==> src/rtl/bp_me_prefetch_dma_arbiter.sv <==
// Arbitrates cache demand packets and page-filtered prefetches onto one DMA channel,
// tagging reads in order so fills can be attributed. Define BP_ME_PREFETCH_ARB_STATS_EN for issue/drop counters.
module bp_me_prefetch_dma_arbiter #(
  parameter int daddr_width_p       = 28,
  parameter int page_offset_width_p = 12,
  parameter int max_outstanding_p   = 4,
  parameter int stale_limit_p       = 8
) (
  input  logic                     clk_i,
  input  logic                     reset_i,
  input  logic [daddr_width_p-1:0] demand_addr_i,
  input  logic                     demand_write_i,
  input  logic                     demand_v_i,
  output logic                     demand_ready_and_o,
  input  logic [daddr_width_p-1:0] pf_addr_i,
  input  logic                     pf_v_i,
  output logic                     pf_yumi_o,
  output logic [daddr_width_p-1:0] dma_addr_o,
  output logic                     dma_write_o,
  output logic                     dma_v_o,
  input  logic                     dma_ready_and_i,
  input  logic                     fill_done_i,
  output logic                     fill_is_pf_o,
  output logic                     pf_drop_o,
  output logic                     pf_issued_o
`ifdef BP_ME_PREFETCH_ARB_STATS_EN
  ,
  output logic [31:0]              pf_issued_cnt_o,
  output logic [31:0]              pf_drop_cnt_o
`endif
);

  localparam int cnt_w  = $clog2(max_outstanding_p + 1);
  localparam int ptr_w  = $clog2(max_outstanding_p);
  localparam int wait_w = $clog2(stale_limit_p + 1);
  localparam int page_w = daddr_width_p - page_offset_width_p;
  localparam logic [cnt_w-1:0]  max_cnt  = cnt_w'(max_outstanding_p);
  localparam logic [cnt_w-1:0]  pf_cap   = cnt_w'(max_outstanding_p - 1);
  localparam logic [ptr_w-1:0]  last_ptr = ptr_w'(max_outstanding_p - 1);
  localparam logic [wait_w-1:0] stale_lim = wait_w'(stale_limit_p);

  typedef enum logic [1:0] {e_idle, e_demand, e_prefetch} state_e;

  state_e                   state_r, state_n;
  logic [daddr_width_p-1:0] addr_r;
  logic                     write_r;
  logic [page_w-1:0]        page_r;
  logic                     page_v_r;
  logic [wait_w-1:0]        wait_r;
  logic [cnt_w-1:0]         reads_out_r;
  logic [ptr_w-1:0]         rd_ptr_r, wr_ptr_r;
  logic [max_outstanding_p-1:0] tags_r;

  logic demand_grant, pf_grant, pf_drop, page_match, pf_stale;
  logic hs, rd_push, fill_pop;

  assign page_match = page_v_r && (pf_addr_i[daddr_width_p-1:page_offset_width_p] == page_r);
  assign pf_stale   = (wait_r >= stale_lim);

  always_comb begin
    state_n      = state_r;
    demand_grant = 1'b0;
    pf_grant     = 1'b0;
    pf_drop      = 1'b0;
    unique case (state_r)
      e_idle: if (!reset_i) begin
        if (demand_v_i && (demand_write_i || reads_out_r < max_cnt)) begin
          demand_grant = 1'b1;
          state_n      = e_demand;
        end else if (pf_v_i) begin
          if (!page_match || pf_stale) pf_drop = 1'b1;
          // last credit is held back so a demand read can never be starved by prefetches
          else if (reads_out_r < pf_cap) begin
            pf_grant = 1'b1;
            state_n  = e_prefetch;
          end
        end
      end
      e_demand, e_prefetch: if (dma_ready_and_i) state_n = e_idle;
      default: state_n = e_idle;
    endcase
  end

  assign demand_ready_and_o = demand_grant;
  assign pf_yumi_o          = pf_grant | pf_drop;
  assign pf_drop_o          = pf_drop;
  assign dma_v_o            = (state_r != e_idle);
  assign dma_addr_o         = addr_r;
  assign dma_write_o        = write_r;
  assign hs                 = dma_v_o & dma_ready_and_i;
  assign rd_push            = hs & ~write_r;
  assign fill_pop           = fill_done_i & (reads_out_r != '0);
  assign pf_issued_o        = hs & (state_r == e_prefetch);
  assign fill_is_pf_o       = (reads_out_r != '0) & tags_r[rd_ptr_r];

  always_ff @(posedge clk_i or posedge reset_i) begin
    if (reset_i) begin
      state_r  <= e_idle;
      addr_r   <= '0;
      write_r  <= 1'b0;
      page_r   <= '0;
      page_v_r <= 1'b0;
      wait_r   <= '0;
    end else begin
      state_r <= state_n;
      if (demand_grant) begin
        addr_r  <= demand_addr_i;
        write_r <= demand_write_i;
        if (!demand_write_i) begin
          page_r   <= demand_addr_i[daddr_width_p-1:page_offset_width_p];
          page_v_r <= 1'b1;
        end
      end else if (pf_grant) begin
        addr_r  <= pf_addr_i;
        write_r <= 1'b0;
      end
      if (pf_yumi_o)                 wait_r <= '0;
      else if (pf_v_i && !pf_stale)  wait_r <= wait_r + 1'b1;
    end
  end

  // in-order read tags; occupancy doubles as the outstanding-read count
  always_ff @(posedge clk_i or posedge reset_i) begin
    if (reset_i) begin
      reads_out_r <= '0;
      rd_ptr_r    <= '0;
      wr_ptr_r    <= '0;
      tags_r      <= '0;
    end else begin
      if (rd_push) begin
        tags_r[wr_ptr_r] <= (state_r == e_prefetch);
        wr_ptr_r         <= (wr_ptr_r == last_ptr) ? '0 : wr_ptr_r + 1'b1;
      end
      if (fill_pop) rd_ptr_r <= (rd_ptr_r == last_ptr) ? '0 : rd_ptr_r + 1'b1;
      case ({rd_push, fill_pop})
        2'b10:   reads_out_r <= reads_out_r + 1'b1;
        2'b01:   reads_out_r <= reads_out_r - 1'b1;
        default: reads_out_r <= reads_out_r;
      endcase
    end
  end

`ifdef BP_ME_PREFETCH_ARB_STATS_EN
  always_ff @(posedge clk_i or posedge reset_i) begin
    if (reset_i) begin
      pf_issued_cnt_o <= '0;
      pf_drop_cnt_o   <= '0;
    end else begin
      if (pf_issued_o && pf_issued_cnt_o != '1) pf_issued_cnt_o <= pf_issued_cnt_o + 1'b1;
      if (pf_drop_o && pf_drop_cnt_o != '1)     pf_drop_cnt_o   <= pf_drop_cnt_o + 1'b1;
    end
  end
`endif

endmodule

==> config.mk <==
export PLATFORM = sky130hd
export DESIGN_NAME = bp_me_prefetch_dma_arbiter
export DESIGN_NICKNAME = d
export VERILOG_FILES = /design/src/rtl/bp_me_prefetch_dma_arbiter.sv
export SDC_FILE = /design/constraint.sdc
export NUM_CORES = 1
export LEC_CHECK = 0
export BUFFER_PORTS_ARGS = -buffer_cell sky130_fd_sc_hd__buf_4
export CAP_MARGIN = 20
export CORE_ASPECT_RATIO = 0.8
export CORE_MARGIN = 3
export CORE_UTILIZATION = 28
export CTS_CLUSTER_DIAMETER = 30
export DETAILED_ROUTE_END_ITERATION = 7
export MAX_ROUTING_LAYER = met4
export PLACE_DENSITY = 0.47
export SYNTH_ARGS = -nofsm -noshare
export SYNTH_HDL_FRONTEND = slang
export SYNTH_SLANG_ARGS = --single-unit
==> constraint.sdc <==
create_clock -name clk_i -period 5.5 [get_ports clk_i]
set_input_delay 0.825 -clock clk_i [delete_from_list [all_inputs] [get_ports clk_i]]
set_output_delay 0.825 -clock clk_i [all_outputs]
set_load 0.01 [all_outputs]
==> metrics.txt <==
setup bufs post-CTS 0; Final period util between 60% and 70%; HP Class reg2reg; total power 2240 µW; Reg2Reg Depth 11; Startpoint Class input pin; global-route wire length before repair 12,600 µm; final setup fails 0; I/O pins 98; critical hold path startpoint page_v_r; crit-path cells buf_4 -> inv_2 -> nand4_1 -> a31oi_1 -> buf_4; Most common cell on crit path buf_4; layout cells sized above 1 54.7%; top-area cell type share of the netlist area between 40% and 50%; setup tns final 0 ns; DIE WIDTH ~130 µm; initial antenna violation count 0; core area around 12,000 µm²; RSZ-0062 raised after global routing false; FF-to-FF Start state_r[0]; post-route setup slack ~2.2 ns; Non-Filler Instances 510; flop2flop setup slack roughly 3.2 ns; cts-stage hold buffer count 0; largest net degree at the start of global routing between 40 and 50; CTS tree done; ys flop type dfrtp_1; Achievable Freq about 300 MHz; antenna diode count 0; Final Slew Violations 0; simple logic cell fraction of the synthesized area slightly below 8%; Via-to-Cell Ratio ~4.5; Synth Area in XOR/XNOR approximately 5.5%; leading area contributor after synthesis dfrtp_1; CP max-delay cell inv_2; MaxCap Viol Count 0; fin crit period roughly 3.3 ns; mean post-synth cell area between 10 and 15 µm²; count leader, synth dfrtp_1; Fin. Hold Viols 0; overall die height 104 µm; routability congestion estimate approximately 0.74; CP max stage delay between 0.6 and 0.7 ns; Worst-Margin Slew between 0.9 and 1 ns; Layout fillers about 1,200; Via Count between 2,000 and 2,500; complex-gate fraction of the synthesized area around 3.6%; Leakage Power around 0.0022 µW; r2r endpoint reads_out_r[2]; IO Port Bufs just under 100; Routed WL a little under 8000 µm; placed cell areas 4240 µm²; CTS resizes 0; Reg clk slew, reported paths around 0.050 ns; cts bufs inserted 9; Worst Setup Path Type in2out; drt first pass iters 4; CTS root buf clkbuf_16; grt ovf 0; largest buffer count on any clock path 2; crit path launch reset_i; register area share after synthesis between 40% and 50%; synthesized area between 3000 and 4000 µm²; fraction of the mapped netlist area in adder cells 4.32%; worst slack at placement 2.11 ns; Initial Util just under 30%; Die ar. between 10,000 and 15,000 µm²; H-tree levels 3; syn_nets 330; GRT Overall Usage roughly 12%; Std-Cell Rows 35; Post-route DRC 0; Pwr per Cell Area between 400 and 500 nW/µm²; placed cells 496; Post-DRT Antenna Nets 0; Detailed Place HPWL 5750 µm; critical-path maximum fanout 41; FF+latch count, synth 63; wire per inst roughly 16 µm; Worst setup EP type output pin; worst path required time between 4 and 5 ns; Slew HR 35.3%; Worst-Skew Late Latency ~0.32 ns; Cells after Synth 256; final instance area 4510 µm²; # clock sinks between 60 and 70; Clock Skew around 0.005 ns; status completed; vias in the first global route between 2,000 and 2,500; main combinational cell family by area after synthesis multiplexers; Area Overhead vs Synth 34.2%; initial DRC count between 70 and 80; sum of buffers and inverters on the critical path 3; Hold Path End page_v_r; mux share of post-synthesis cell area between 20% and 30%; Post-synth EDFFs 0; Synth Warn # 0; top cells by count, synth 63 x dfrtp_1, 57 x mux2_2, 20 x mux2_4, 17 x xor2_1, 16 x inv_1; Synth async-reset ratio between 90% and 100%; worst vdd ir approximately 190 µV; Nets between 400 and 500; Cell variety after synth 42; worst endpoint data arrival time around 2.5 ns; hold path cells 1; cell family with most CP delay buffers and inverters; Area contributors post-synth dfrtp_1 47%, mux2_2 19%, mux2_4 8.9%
-- power by group --
| part | leakage, µW | total, µW | switching, µW | internal (µW) |
|---|---|---|---|---|
| combinational | 0.00129 | 902 | 357 | 545 |
| clock | 0.000132 | 516 | 192 | 324 |
| sequential | 0.000759 | 819 | 140 | 679 |
-- flip-flops by register name, summed over array words and instances (netlist names) --
name / count
dma_addr_o: 28
dma_write_o: 1
page_r: 16
page_v_r: 1
rd_ptr_r: 2
reads_out_r: 3
state_r: 2
tags_r: 4
wait_r: 4
wr_ptr_r: 2
-- cells in the final DEF, fill, tap and decap left out, types with 2 or more instances in the layout --
cell type / n
xnor2_1: 4
clkbuf_1: 2
o21ai_0: 3
nor4_2: 3
xor2_1: 17
clkbuf_8: 2
mux2_4: 20
nand2_1: 10
a31oi_1: 2
buf_4: 99
or3_1: 2
inv_1: 15
nand2b_1: 2
clkbuf_16: 9
mux2_2: 57
dfrtp_1: 63
a21o_1: 2
nand4_1: 3
ha_1: 10
nor3_1: 7
a21oi_1: 2
and3_1: 2
nor2_1: 5
-- cells by family after synthesis --
group | count (synthesis)
multiplexers | 78
AO/OA/AOI/OAI | 17
AND/OR/NAND/NOR | 43
flip-flops | 63
adder cells (fa/ha/maj) | 11
XOR/XNOR | 21
buffers and inverters | 23
-- through the flow --
stage / hold slack, ns / util, %
after global placement: 0.477 / 36.6
final: 0.486 / 38.9
after floorplan: 0.454 / -
after CTS: 0.489 / 38.9
after detailed placement: 0.480 / 36.6
after global routing: 0.519 / 38.9
-- worst max path at each step --
stage / depth (start not counted) / to / slack, ns
finish: 5 / pf_drop_o / 2.17
global placement: 5 / pf_drop_o / 2.15
floorplan: 3 / pf_drop_o / 1.63
global route: 5 / pf_drop_o / 1.90
detailed placement: 5 / pf_drop_o / 2.11
CTS: 5 / pf_drop_o / 2.09
-- worst reg2reg max path, delay by kind of cell (launching register included) --
kind / cells / cell delay (ns)
fa+ha+maj: 3 / 0.82
simple gates: 2 / 0.38
flops: 1 / 0.35
buf+inv: 4 / 0.38
xor+xnor: 2 / 0.30
-- layer usage --
layer	vias to the layer above	part of all wire, %	track usage [%]
li1	1113	-	-
met1	1105	47	16.6
met2	64	46	18.0
met3	7	6.6	4.62
met4	0	0.84	2.95
met5	-	0	-
-- area by class of cell --
type / instances / area [µm²] / area share [%]
Timing Repair Buffer: 99 / 743 / 16.5
Clock inverter: 1 / 5.00 / 0.111
Sequential cell: 63 / 1580 / 35.0
Inverter: 16 / 60.1 / 1.33
Tap cell: 148 / 185 / 4.11
Clock buffer: 13 / 260 / 5.77
Multi-Input combinational cell: 170 / 1680 / 37.2
Power figures use the tool's default switching activity.
